$ cat src/rtl/osc_meas_ctrl.sv
// osc_meas_ctrl: runs one gated ring-oscillator measurement per accepted start and reports the edge count.
// Latency: done lands in cycle start+1+SETTLE_CYC+window; for window==0 it lands in cycle start+1.
// Backpressure: none; start is ignored while busy or in DONE and is never queued; abort cancels a run.
// Ports: i_clk / i_rst (synchronous, active-high) clock and reset;
//        i_start, i_abort, i_window: request side (window latched on accepted start);
//        o_osc_en -> oscillator enable, i_osc_in <- free-running oscillator output (async to i_clk);
//        o_busy, o_done, o_valid, o_count, o_overflow, o_stuck: status and result.
// Optional feature: define OSC_STUCK_DET_EN to end a run early when no edge arrives for STUCK_LIMIT cycles.
module osc_meas_ctrl #(
  parameter int WIN_W       = 16,
  parameter int CNT_W       = 16,
  parameter int SETTLE_CYC  = 4,
  parameter int SYNC_STAGES = 2,
  parameter int STUCK_LIMIT = 64
) (
  input  logic             i_clk,
  input  logic             i_rst,
  input  logic             i_start,
  input  logic             i_abort,
  input  logic [WIN_W-1:0] i_window,
  output logic             o_osc_en,
  input  logic             i_osc_in,
  output logic             o_busy,
  output logic             o_done,
  output logic             o_valid,
  output logic [CNT_W-1:0] o_count,
  output logic             o_overflow,
  output logic             o_stuck
);

  localparam int SET_W = $clog2(SETTLE_CYC + 1);

  typedef enum logic [1:0] {S_IDLE, S_SETTLE, S_COUNT, S_DONE} state_t;

  state_t                 r_state, w_state_nxt;
  logic [SYNC_STAGES-1:0] r_sync;
  logic                   r_sync_prev;
  // r_win holds the latched window and then counts it down during COUNT.
  logic [WIN_W-1:0]       r_win, w_win_nxt;
  logic [SET_W-1:0]       r_set, w_set_nxt;
  logic                   r_osc_en, w_osc_en_nxt;
  logic                   r_busy, w_busy_nxt;
  logic                   r_done, w_done_nxt;
  logic                   r_valid, w_valid_nxt;
  logic [CNT_W-1:0]       r_count, w_count_nxt;
  logic                   r_overflow, w_overflow_nxt;
  logic                   r_stuck, w_stuck_nxt;
  logic                   w_edge;
  logic                   w_stuck_hit;

  // Rising edge of the synchronised oscillator; an oscillator faster than two
  // clk periods aliases here and is simply under-counted.
  assign w_edge = r_sync[SYNC_STAGES-1] & ~r_sync_prev;

`ifdef OSC_STUCK_DET_EN
  localparam int IDL_W = $clog2(STUCK_LIMIT + 1);

  logic [IDL_W-1:0] r_idle, w_idle_nxt;

  // Counts edge-free COUNT cycles; held at zero through SETTLE so every run
  // starts COUNT with a fresh budget.
  always_comb begin
    w_idle_nxt  = r_idle;
    w_stuck_hit = 1'b0;
    if (r_state == S_SETTLE) begin
      w_idle_nxt = '0;
    end else if (r_state == S_COUNT) begin
      if (w_edge) begin
        w_idle_nxt = '0;
      end else begin
        w_idle_nxt  = r_idle + 1'b1;
        w_stuck_hit = (r_idle == IDL_W'(STUCK_LIMIT - 1));
      end
    end
  end

  always_ff @(posedge i_clk) begin
    if (i_rst) r_idle <= '0;
    else       r_idle <= w_idle_nxt;
  end
`else
  // Detector compiled out: false for every legal limit.
  assign w_stuck_hit = (STUCK_LIMIT < 0);
`endif

  always_comb begin
    w_state_nxt    = r_state;
    w_win_nxt      = r_win;
    w_set_nxt      = r_set;
    w_osc_en_nxt   = r_osc_en;
    w_busy_nxt     = r_busy;
    w_done_nxt     = 1'b0;
    w_valid_nxt    = r_valid;
    w_count_nxt    = r_count;
    w_overflow_nxt = r_overflow;
    w_stuck_nxt    = r_stuck;

    // Edges seen in any COUNT cycle, including the last one, are counted.
    if ((r_state == S_COUNT) && w_edge) begin
      if (&r_count) w_overflow_nxt = 1'b1;
      else          w_count_nxt    = r_count + 1'b1;
    end

    if (i_abort) begin
      // Abort beats everything, including a simultaneous start in IDLE; the
      // partial count is left visible.
      w_state_nxt  = S_IDLE;
      w_osc_en_nxt = 1'b0;
      w_busy_nxt   = 1'b0;
      w_valid_nxt  = 1'b0;
    end else begin
      unique case (r_state)
        S_IDLE: begin
          if (i_start) begin
            w_count_nxt    = '0;
            w_overflow_nxt = 1'b0;
            w_stuck_nxt    = 1'b0;
            if (i_window != '0) begin
              w_win_nxt    = i_window;
              w_set_nxt    = SET_W'(SETTLE_CYC);
              w_valid_nxt  = 1'b0;
              w_osc_en_nxt = 1'b1;
              w_busy_nxt   = 1'b1;
              w_state_nxt  = S_SETTLE;
            end else begin
              // Empty window: report zero straight away, oscillator stays off.
              w_done_nxt  = 1'b1;
              w_valid_nxt = 1'b1;
              w_state_nxt = S_DONE;
            end
          end
        end
        S_SETTLE: begin
          if (r_set == SET_W'(1)) w_state_nxt = S_COUNT;
          else                    w_set_nxt   = r_set - 1'b1;
        end
        S_COUNT: begin
          w_win_nxt = r_win - 1'b1;
          if ((r_win == WIN_W'(1)) || w_stuck_hit) begin
            // osc_en falls on the same edge that enters DONE, so no later
            // edge can reach the counter.
            w_osc_en_nxt = 1'b0;
            w_busy_nxt   = 1'b0;
            w_done_nxt   = 1'b1;
            w_valid_nxt  = 1'b1;
            w_stuck_nxt  = w_stuck_hit;
            w_state_nxt  = S_DONE;
          end
        end
        S_DONE: begin
          w_state_nxt = S_IDLE;
        end
        default: begin
          w_state_nxt = S_IDLE;
        end
      endcase
    end
  end

  always_ff @(posedge i_clk) begin
    if (i_rst) begin
      r_state     <= S_IDLE;
      r_sync      <= '0;
      r_sync_prev <= 1'b0;
      r_win       <= '0;
      r_set       <= '0;
      r_osc_en    <= 1'b0;
      r_busy      <= 1'b0;
      r_done      <= 1'b0;
      r_valid     <= 1'b0;
      r_count     <= '0;
      r_overflow  <= 1'b0;
      r_stuck     <= 1'b0;
    end else begin
      r_state     <= w_state_nxt;
      r_sync      <= {r_sync[SYNC_STAGES-2:0], i_osc_in};
      r_sync_prev <= r_sync[SYNC_STAGES-1];
      r_win       <= w_win_nxt;
      r_set       <= w_set_nxt;
      r_osc_en    <= w_osc_en_nxt;
      r_busy      <= w_busy_nxt;
      r_done      <= w_done_nxt;
      r_valid     <= w_valid_nxt;
      r_count     <= w_count_nxt;
      r_overflow  <= w_overflow_nxt;
      r_stuck     <= w_stuck_nxt;
    end
  end

  assign o_osc_en   = r_osc_en;
  assign o_busy     = r_busy;
  assign o_done     = r_done;
  assign o_valid    = r_valid;
  assign o_count    = r_count;
  assign o_overflow = r_overflow;
  assign o_stuck    = r_stuck;

endmodule

$ cat config.mk
export PLATFORM = sky130hd
export DESIGN_NAME = osc_meas_ctrl
export DESIGN_NICKNAME = d
export VERILOG_FILES = /design/src/rtl/osc_meas_ctrl.sv
export SDC_FILE = /design/constraint.sdc
export NUM_CORES = 1
export LEC_CHECK = 0
export ABC_AREA = 1
export BUFFER_PORTS_ARGS = -buffer_cell sky130_fd_sc_hd__buf_2
export CORE_AREA = 2 2 59 117
export DETAILED_ROUTE_END_ITERATION = 16
export DIE_AREA = 0 0 61 119
export GPL_ROUTABILITY_DRIVEN = 0
export GPL_TIMING_DRIVEN = 0
export HOLD_SLACK_MARGIN = 0.05
export PLACE_DENSITY_LB_ADDON = 0.2
export SYNTH_ARGS = -nofsm -noshare
export SYNTH_HDL_FRONTEND = slang
export SYNTH_SLANG_ARGS = --single-unit
$ cat constraint.sdc
create_clock -name i_clk -period 4.3 [get_ports i_clk]
set_input_delay 0.215 -clock i_clk [delete_from_list [all_inputs] [get_ports i_clk]]
set_output_delay 0.215 -clock i_clk [all_outputs]
set_load 0.01 [all_outputs]
==> impl_metrics.ini, run 1 <==
[run_status]
status = finished clean

[synthesis]
yosysWarningCount = 0
synthFlopType = dfxtp_1
synth_cell_type_count = 31
synth_seq_area_share_pct = 31.65
async_flop_share_pct = 0
synth.cell_area_sq_um = 2783
syn_avg_cell_area_sq_um = 6.156
syn_nets = 481
synth_compound_area_share_pct = 12.86
synthMuxAreaShare_pct = 0
ys_seq_elements = 44
synth_top_family_by_area = simple AND/OR/NAND/NOR gates
synth-edff-count = 0
synthAdderAreaFrac_pct = 3.597
synth-xor-area-share_pct = 1.574
synthCells = 452
yosys.area_share.simple_pct = 40.69

[global_routing]
grt_start_max_net_pins = 14
grt_use_total_pct = 19.90
gr-total-overflow = 0
gr-usage-met2_pct = 30.65
use_met1_pct = 27.91
grtUsageMet3_pct = 3.583
busiest_layer = met2
antenna_found_initial = 0
first_global_vias = 2581
grt_first_pass_wirelength_um = 11300

[sta]
fmax_ghz = 0.5476
relSlewSlack_pct = 62.01
fin_worst_skew_ns = 0.003539
finalWorstSetupSlack_ns = 2.474
worstMarginPinSlew_ns = 0.5698
worst_hold_slack_ns = 0.1320
finalSetupTns_ns = 0
min_period_over_period_pct = 42.47
hold_viol_final = 0
rsz0062_at_grt = no
setup_violations = 0
timing.final.crit_period_ns = 1.826
slew_viol_final = 0

[worst_setup_path]
critPathBufInv = 4
cp_cell_sequence = inv_1 -> ha_1 -> buf_4 -> inv_1 -> clkbuf_1 -> nand2_1 -> o21ai_0 -> o21ai_0 -> a21oi_1
critPathMaxFanout = 10
crit_required_ns = 4.52
crit_arrival_ns = 2.04
critPathKind = reg2reg
worst_setup_path_end_kind = register
startpoint_type = register
cp_top_family = buffers and inverters
critPathMaxStageDelay_ns = 0.39
crit_slowest_cell = clkbuf_1

[floorplan]
core_sq_um = 6464
die_x_um = 61
top_level_ports = 43
start_util_pct = 43.05
die_h_um = 119
rows = 42
die_area_sq_um = 7259

[detailed_routing]
route.detailed.drc = 0
vias_per_cell = 4.756
wl_um = 6631
postRouteAntennaNets = 0
vias = 2801
drt_iter0_drc = 207
dr.pass1.iters = 5
wl_per_cell_um = 11.26

[clock_network]
clk_latency_ns = 0.28
cts_tree = done
cts.clk_slew.worst_paths_ns = 0.06
hold_buffers = 0
cts-resized-gates = 0
cts_buffer_depth = 2
cts_buffers = 5
post_cts_buffers = 0
root_buffer = clkbuf_16
cts_sinks = 44
cts_max_level = 2

[power]
irDropWorstVdd_mv = 0.2353
power.density_nw_per_um2 = 346.7
total_power_mw = 1.131
cellLeakagePower_nw = 1.479

[placed_design]
port_buffers = 41
dpl_worst_slack_ns = 2.472
dp_hpwl_um = 5048

[finish]
layout_commonest_cell = nand2_1
final_nets = 529
fin_util_pct = 50.46
final_cell_mix = nand2_1 (121), nor2_1 (81), inv_1 (47)
syn2layout_area_growth_pct = 17.22
n_fill_cell = 727
drive_above_1_share_pct = 15.77
antenna_cells = 0

[flow_run]
cap_violations = 0

[min_path]
worstHoldPathType = in2reg
[through the flow]
step                      instances  instance area [sq um]
final                           589                   3262
after CTS                       589                   3262
after detailed placement        581                   3098
after floorplan                 452                   2783
after global routing            589                   3262
after global placement          581                   3098
[area by class of cell]
cell class / count / area (sq um) / share of cell area, %
inverter: 50 / 187.7 / 5.754
tap: 88 / 110.1 / 3.376
multi-input combinational: 346 / 1638 / 50.21
clock buffer: 6 / 128.9 / 3.951
timing repair buffer: 41 / 205.2 / 6.291
clock inverter: 2 / 35.03 / 1.074
sequential: 44 / 880.8 / 27.00
buffer: 12 / 76.32 / 2.340
[synthesized netlist by cell type (2+ instances only)]
cell type	instances	area [sq um]
a21oi_1	32	160.2
a31oi_1	2	12.51
buf_4	4	30.03
buf_6	2	22.52
clkbuf_1	5	18.77
dfxtp_1	44	880.8
ha_1	8	100.1
inv_1	47	176.4
inv_2	3	11.26
nand2_1	121	454.2
nand2_2	2	12.51
nand3_1	35	175.2
nand3_2	2	20.02
nand3b_1	4	30.03
nand4_1	3	18.77
nor2_1	81	304.0
nor2_2	10	62.56
nor3_1	2	10.01
o211ai_1	2	15.01
o21ai_0	20	100.1
o21ai_1	6	30.03
o21ai_2	2	17.52
o21bai_1	2	15.01
or2_2	3	18.77
xor2_1	4	35.03
[worst reg2reg max path: cells and delay by family, from the launching register on]
| kind | cells | cell delay (ns) |
|---|---|---|
| flops | 1 | 0.36 |
| simple gates | 1 | 0.11 |
| fa+ha+maj | 1 | 0.19 |
| buf+inv | 4 | 0.77 |
| compound gates | 3 | 0.32 |
[final timing paths]
check	start	slack [ns]	to	cells after the start
hold / removal	i_osc_in	0.13	r_sync[0]$_SDFF_PP0_	3
setup / recovery	r_state[0]$_SDFFE_PP0P_	2.47	r_win[0]$_SDFFE_PP0P_	9
hold reg to reg	r_sync[0]$_SDFF_PP0_	0.41	r_sync[1]$_SDFF_PP0_	2
setup reg to reg	r_state[0]$_SDFFE_PP0P_	2.47	r_win[0]$_SDFFE_PP0P_	9
[where the power goes]
part           switching [mW]  internal (mW)
registers              0.0183          0.430
logic                   0.163         0.0888
clock network           0.157          0.273
total                   0.339          0.792
[state kept, by name, indices dropped and copies added, names as in the netlist]
| register | cells |
|---|---|
| o_busy | 1 |
| o_count | 16 |
| o_done | 1 |
| o_overflow | 1 |
| o_valid | 1 |
| r_set | 3 |
| r_state | 2 |
| r_sync | 2 |
| r_sync_prev | 1 |
| r_win | 16 |
[routing by layer]
layer | wire length (um) | part of all wire, %
met5 | 0 | 0
met4 | 43 | 0.65
met2 | 3049 | 46
met1 | 3243 | 49
met3 | 294 | 4.4
[cells by family (layout without fill, tap and decap cells)]
kind of cell	count (synthesis)	in the layout
AO/OA/AOI/OAI	67	67
XOR/XNOR	5	5
adder cells (fa/ha/maj)	8	8
buffers and inverters	62	111
flip-flops	44	44
other	1	1
AND/OR/NAND/NOR	265	265
Power figures use the tool's default switching activity.
==> inputs of run 2 (changes only) <==
Clock period 4.3 ns to 1.9 ns, I/O delays scaled along.
==> impl_metrics.ini, run 2 (synthesis gave the netlist of run 1 again) <==
[run_status]
status = finished clean

[global_routing]
use_met1_pct = 27.91
gr-total-overflow = 0
grt_first_pass_wirelength_um = 11310
gr-usage-met2_pct = 30.71
antenna_found_initial = 0
first_global_vias = 2587
busiest_layer = met2
grtUsageMet3_pct = 3.583
grt_use_total_pct = 19.92
grt_start_max_net_pins = 14

[worst_setup_path]
startpoint = r_state[0]$_SDFFE_PP0P_
r2r_start = r_state[0]$_SDFFE_PP0P_
worst_r2r_endpoint = o_count[11]$_SDFF_PP0_
critPathKind = reg2reg
endpoint = o_count[11]$_SDFF_PP0_
crit_arrival_ns = 1.92
reg2reg_slack_ns = 0.16
crit_required_ns = 2.08
cp_cell_sequence = inv_1 -> ha_2 -> inv_2 -> nor2_2 -> or2_4 -> o21ai_2 -> buf_2 -> nor2_1
critPathMaxStageDelay_ns = 0.36
critPathMaxFanout = 10
startpoint_type = register
crit_slowest_cell = dfxtp_1
worst_setup_path_end_kind = register
worstRegToRegCells = 8

[finish]
seqCellArea_sq_um = 880.8
multiInputGateArea_sq_um = 1648
layout_commonest_cell = nand2_1
drive_above_1_share_pct = 16.17
fin_util_pct = 50.72
antenna_cells = 0
n_fill_cell = 726
final_nets = 529
final_area_sq_um = 3278
final_cell_mix = nand2_1 (121), nor2_1 (80), inv_1 (47)
syn2layout_area_growth_pct = 17.81

[detailed_routing]
wl_per_cell_um = 11.31
drt_iter0_drc = 174
wl_um = 6660
postRouteAntennaNets = 0
dr.pass1.iters = 4
route.detailed.drc = 0
vias = 2815
vias_per_cell = 4.779

[clock_network]
cts_buffers = 5
cts_max_level = 2
cts_buffer_depth = 2
clk_latency_ns = 0.29
root_buffer = clkbuf_16
post_cts_buffers = 0
cts_tree = done
cts.clk_slew.worst_paths_ns = 0.06
cts_sinks = 44

[floorplan]
core_sq_um = 6464
top_level_ports = 43
die_x_um = 61
rows = 42
die_area_sq_um = 7259
die_h_um = 119
start_util_pct = 43.05

[power]
p_sw_share_pct = 30.09
cellLeakagePower_nw = 1.482
switching_power_uw = 772.5
power.internal_mw = 1.794
clkPwrFrac_pct = 38.2
irDropWorstVdd_mv = 0.5324
comb_power_share_pct = 22.3
power.density_nw_per_um2 = 783.0
seqPwrFrac_pct = 39.5
total_power_mw = 2.567

[sta]
worst_hold_slack_ns = 0.07798
slew_viol_final = 0
rsz0062_at_grt = no
hold_viol_final = 0
fmax_ghz = 0.5739
timing.final.crit_period_ns = 1.743
min_period_over_period_pct = 91.72
relSlewSlack_pct = 62.55
fin_worst_skew_ns = 0.003559
setup_violations = 0
finalSetupTns_ns = 0
worstMarginPinSlew_ns = 0.5617

[placed_design]
port_buffers = 41
dp_hpwl_um = 5048
placed_area_sq_um = 3098

[min_path]
worstHoldPathType = in2reg

[flow_run]
cap_violations = 0
[run 2: cell count changes in the layout (fill, tap and decap cells not counted)]
cell,before,now
clkbuf_1,6,5
dlygate4sd3_1,0,1
ha_1,8,7
ha_2,0,1
nor2_1,81,80
nor2_4,0,1
[run 2: what timing repair did]
item,in CTS,in global routing
endpoints found under the setup margin,0,19
hold endpoints to repair,1,0
gates resized for setup,0,3
hold buffers,1,0
[run 2: metal layers]
layer	vias to the layer above	part of all wire, %	wire length (um)
met5	-	0	0
met4	0	1.3	85
met3	5	4.2	278
met2	53	45	3013
met1	1229	49	3282
li1	1528	-	-
[run 2: power by group through the flow]
stage                     combinational [mW]  clock, mW  sequential [mW]
after floorplan                        0.433          0             1.02
after global placement                 0.561          0             1.03
after detailed placement               0.566          0             1.03
after CTS                              0.572       1.01             1.01
after global routing                   0.657       1.04             1.02
final                                  0.571      0.981             1.01
[run 2: critical path: cells and delay by family, from the launching register on]
| kind | cells | cell delay [ns] |
|---|---|---|
| buffers and inverters | 3 | 0.45 |
| flip-flops | 1 | 0.36 |
| AND/OR/NAND/NOR | 3 | 0.36 |
| AO/OA/AOI/OAI | 1 | 0.24 |
| adder cells (fa/ha/maj) | 1 | 0.22 |
[run 2: worst min-delay path by stage]
stage                     slack (ns)                 endpoint      from  depth (start not counted)
final                           0.08  r_state[1]$_SDFFE_PP0P_   i_abort                          4
after global routing            0.13  r_state[1]$_SDFFE_PP0P_   i_abort                          4
after CTS                       0.07  r_state[1]$_SDFFE_PP0P_   i_abort                          4
after detailed placement        0.31     r_sync[0]$_SDFF_PP0_  i_osc_in                          3
after global placement          0.31     r_sync[0]$_SDFF_PP0_  i_osc_in                          3
after floorplan                 0.20     r_sync[0]$_SDFF_PP0_  i_osc_in                          2
[run 2: final cells by class]
| cell class | count | share of cell area (%) |
|---|---|---|
| tap | 88 | 3.359 |
| clock inverter | 2 | 1.069 |
| buffer | 11 | 2.214 |
| clock buffer | 6 | 3.931 |
| multi-input combinational | 346 | 50.27 |
| inverter | 50 | 5.725 |
| timing repair buffer | 42 | 6.565 |
| sequential | 44 | 26.87 |
[run 2: metrics by stage]
step	setup WS, ns	cells
after floorplan	0.2838	452
after global placement	0.1068	581
after detailed placement	0.07211	581
after CTS	0.06614	590
after global routing	0.008999	589
final	0.1574	589
==> inputs of run 3 (changes only) <==
Settings changed: CORE_AREA 2 2 59 117 to 2 2 82 84, DIE_AREA 0 0 61 119 to 0 0 84 86.
==> impl_metrics.ini, run 3 (synthesis gave the netlist of run 1 again) <==
[run_status]
status = finished clean

[clock_network]
root_buffer = clkbuf_8
cts_buffer_depth = 2
cts_max_level = 2
cts_tree = done
cts_sinks = 44
cts_buffers = 5
clk_latency_ns = 0.30
cts.clk_slew.worst_paths_ns = 0.08

[finish]
antenna_cells = 0
syn2layout_area_growth_pct = 15.24
layout_commonest_cell = nand2_1
final_nets = 530
final_cell_mix = nand2_1 (121), nor2_1 (79), inv_1 (47)
final_area_sq_um = 3207
fin_cells = 579
drive_above_1_share_pct = 16.73

[sta]
min_period_over_period_pct = 91.75
timing.final.crit_period_ns = 1.743
fin_worst_skew_ns = 0.01203
worst_hold_slack_ns = 0.08151
hold_viol_final = 0
finalWorstSetupSlack_ns = 0.1567
relSlewSlack_pct = 65.66
worstMarginPinSlew_ns = 0.5152
setup_violations = 0
fmax_ghz = 0.5736
slew_viol_final = 0

[worst_setup_path]
crit_arrival_ns = 1.94
critPathMaxFanout = 10
worst_r2r_endpoint = o_count[12]$_SDFF_PP0_
critPathKind = reg2reg
reg2reg_slack_ns = 0.16
crit_required_ns = 2.09
worst_setup_path_end_kind = register
r2r_start = r_state[0]$_SDFFE_PP0P_
startpoint_type = register
worstRegToRegCells = 8

[power]
total_power_mw = 2.225
cellLeakagePower_nw = 1.451
irDropWorstVdd_mv = 0.4069
power.density_nw_per_um2 = 693.7

[detailed_routing]
drt_iter0_drc = 144
vias_per_cell = 5.066
vias = 2933
dr.pass1.iters = 4
route.detailed.drc = 0
postRouteAntennaNets = 0
wl_per_cell_um = 12.09
wl_um = 7001

[placed_design]
dp.cells = 570
port_buffers = 41
placed_area_sq_um = 3084
dpl_worst_slack_ns = 0.03311
dp_hpwl_um = 5362

[global_routing]
grt_use_total_pct = 20.14
grt_first_pass_wirelength_um = 12070
gr-total-overflow = 0
first_global_vias = 2639
antenna_found_initial = 0
grt_start_max_net_pins = 13

[min_path]
whs_endpoint = r_state[1]$_SDFFE_PP0P_
holdPathStages = 4
worstHoldPathType = in2reg
min-delay-start = i_abort

[floorplan]
die_h_um = 86
die_area_sq_um = 7224
top_level_ports = 43
rows = 29
die_x_um = 84
core_sq_um = 6277
start_util_pct = 44.33

[flow_run]
cap_violations = 0
## run 3: final cells by class
type                       instances  area [sq um]
fill                             670          3070
multi-input combinational        346          1655
sequential                        44         882.1
timing repair buffer              42         215.2
inverter                          50         187.7
tap                               77         96.34
clock buffer                       8         90.09
buffer                            12         80.08
## run 3: repair_timing
| action | in CTS | in global routing |
|---|---|---|
| setup buffers | 0 | 0 |
| resized for setup | 0 | 9 |
| hold buffers | 1 | 0 |
| hold endpoints to repair | 1 | 0 |
| endpoints found under the setup margin | 0 | 32 |
## run 3: layer usage
metal	track usage, %	vias up	wire length, um
li1	-	1525	-
met1	27.52	1327	3412
met2	32.58	71	3204
met3	3.369	10	315
met4	6.452	0	68
met5	0	-	0
## run 3: worst max-delay path: stages (launching register included)
cell	delay, ns
dfxtp_2	0.35
inv_1	0.06
ha_2	0.22
inv_2	0.09
nor2_2	0.05
or2_4	0.24
o21ai_2	0.28
clkbuf_4	0.28
nor2_1	0.06
## run 3: worst max path at each step
stage | start | endpoint | slack, ns
global placement | r_state[0]$_SDFFE_PP0P_ | o_count[10]$_SDFF_PP0_ | 0.08
floorplan | r_state[0]$_SDFFE_PP0P_ | r_win[4]$_SDFFE_PP0P_ | 0.28
global route | r_state[0]$_SDFFE_PP0P_ | o_count[15]$_SDFF_PP0_ | -0.008
CTS | r_state[0]$_SDFFE_PP0P_ | o_count[12]$_SDFF_PP0_ | 0.02
detailed placement | r_state[0]$_SDFFE_PP0P_ | o_count[12]$_SDFF_PP0_ | 0.03
finish | r_state[0]$_SDFFE_PP0P_ | o_count[12]$_SDFF_PP0_ | 0.16
## run 3: power by group
group / internal (mW) / switching (mW)
Clock: 0.297 / 0.327
Combinational: 0.205 / 0.381
Sequential: 0.972 / 0.0421
Total: 1.47 / 0.750
## run 3: through the flow
step / util, % / TNS (ns)
floorplan: - / 0
global route: 51.09 / -0.008022
finish: 51.09 / 0
CTS: 50.73 / 0
detailed placement: 49.13 / 0
global placement: 49.13 / 0
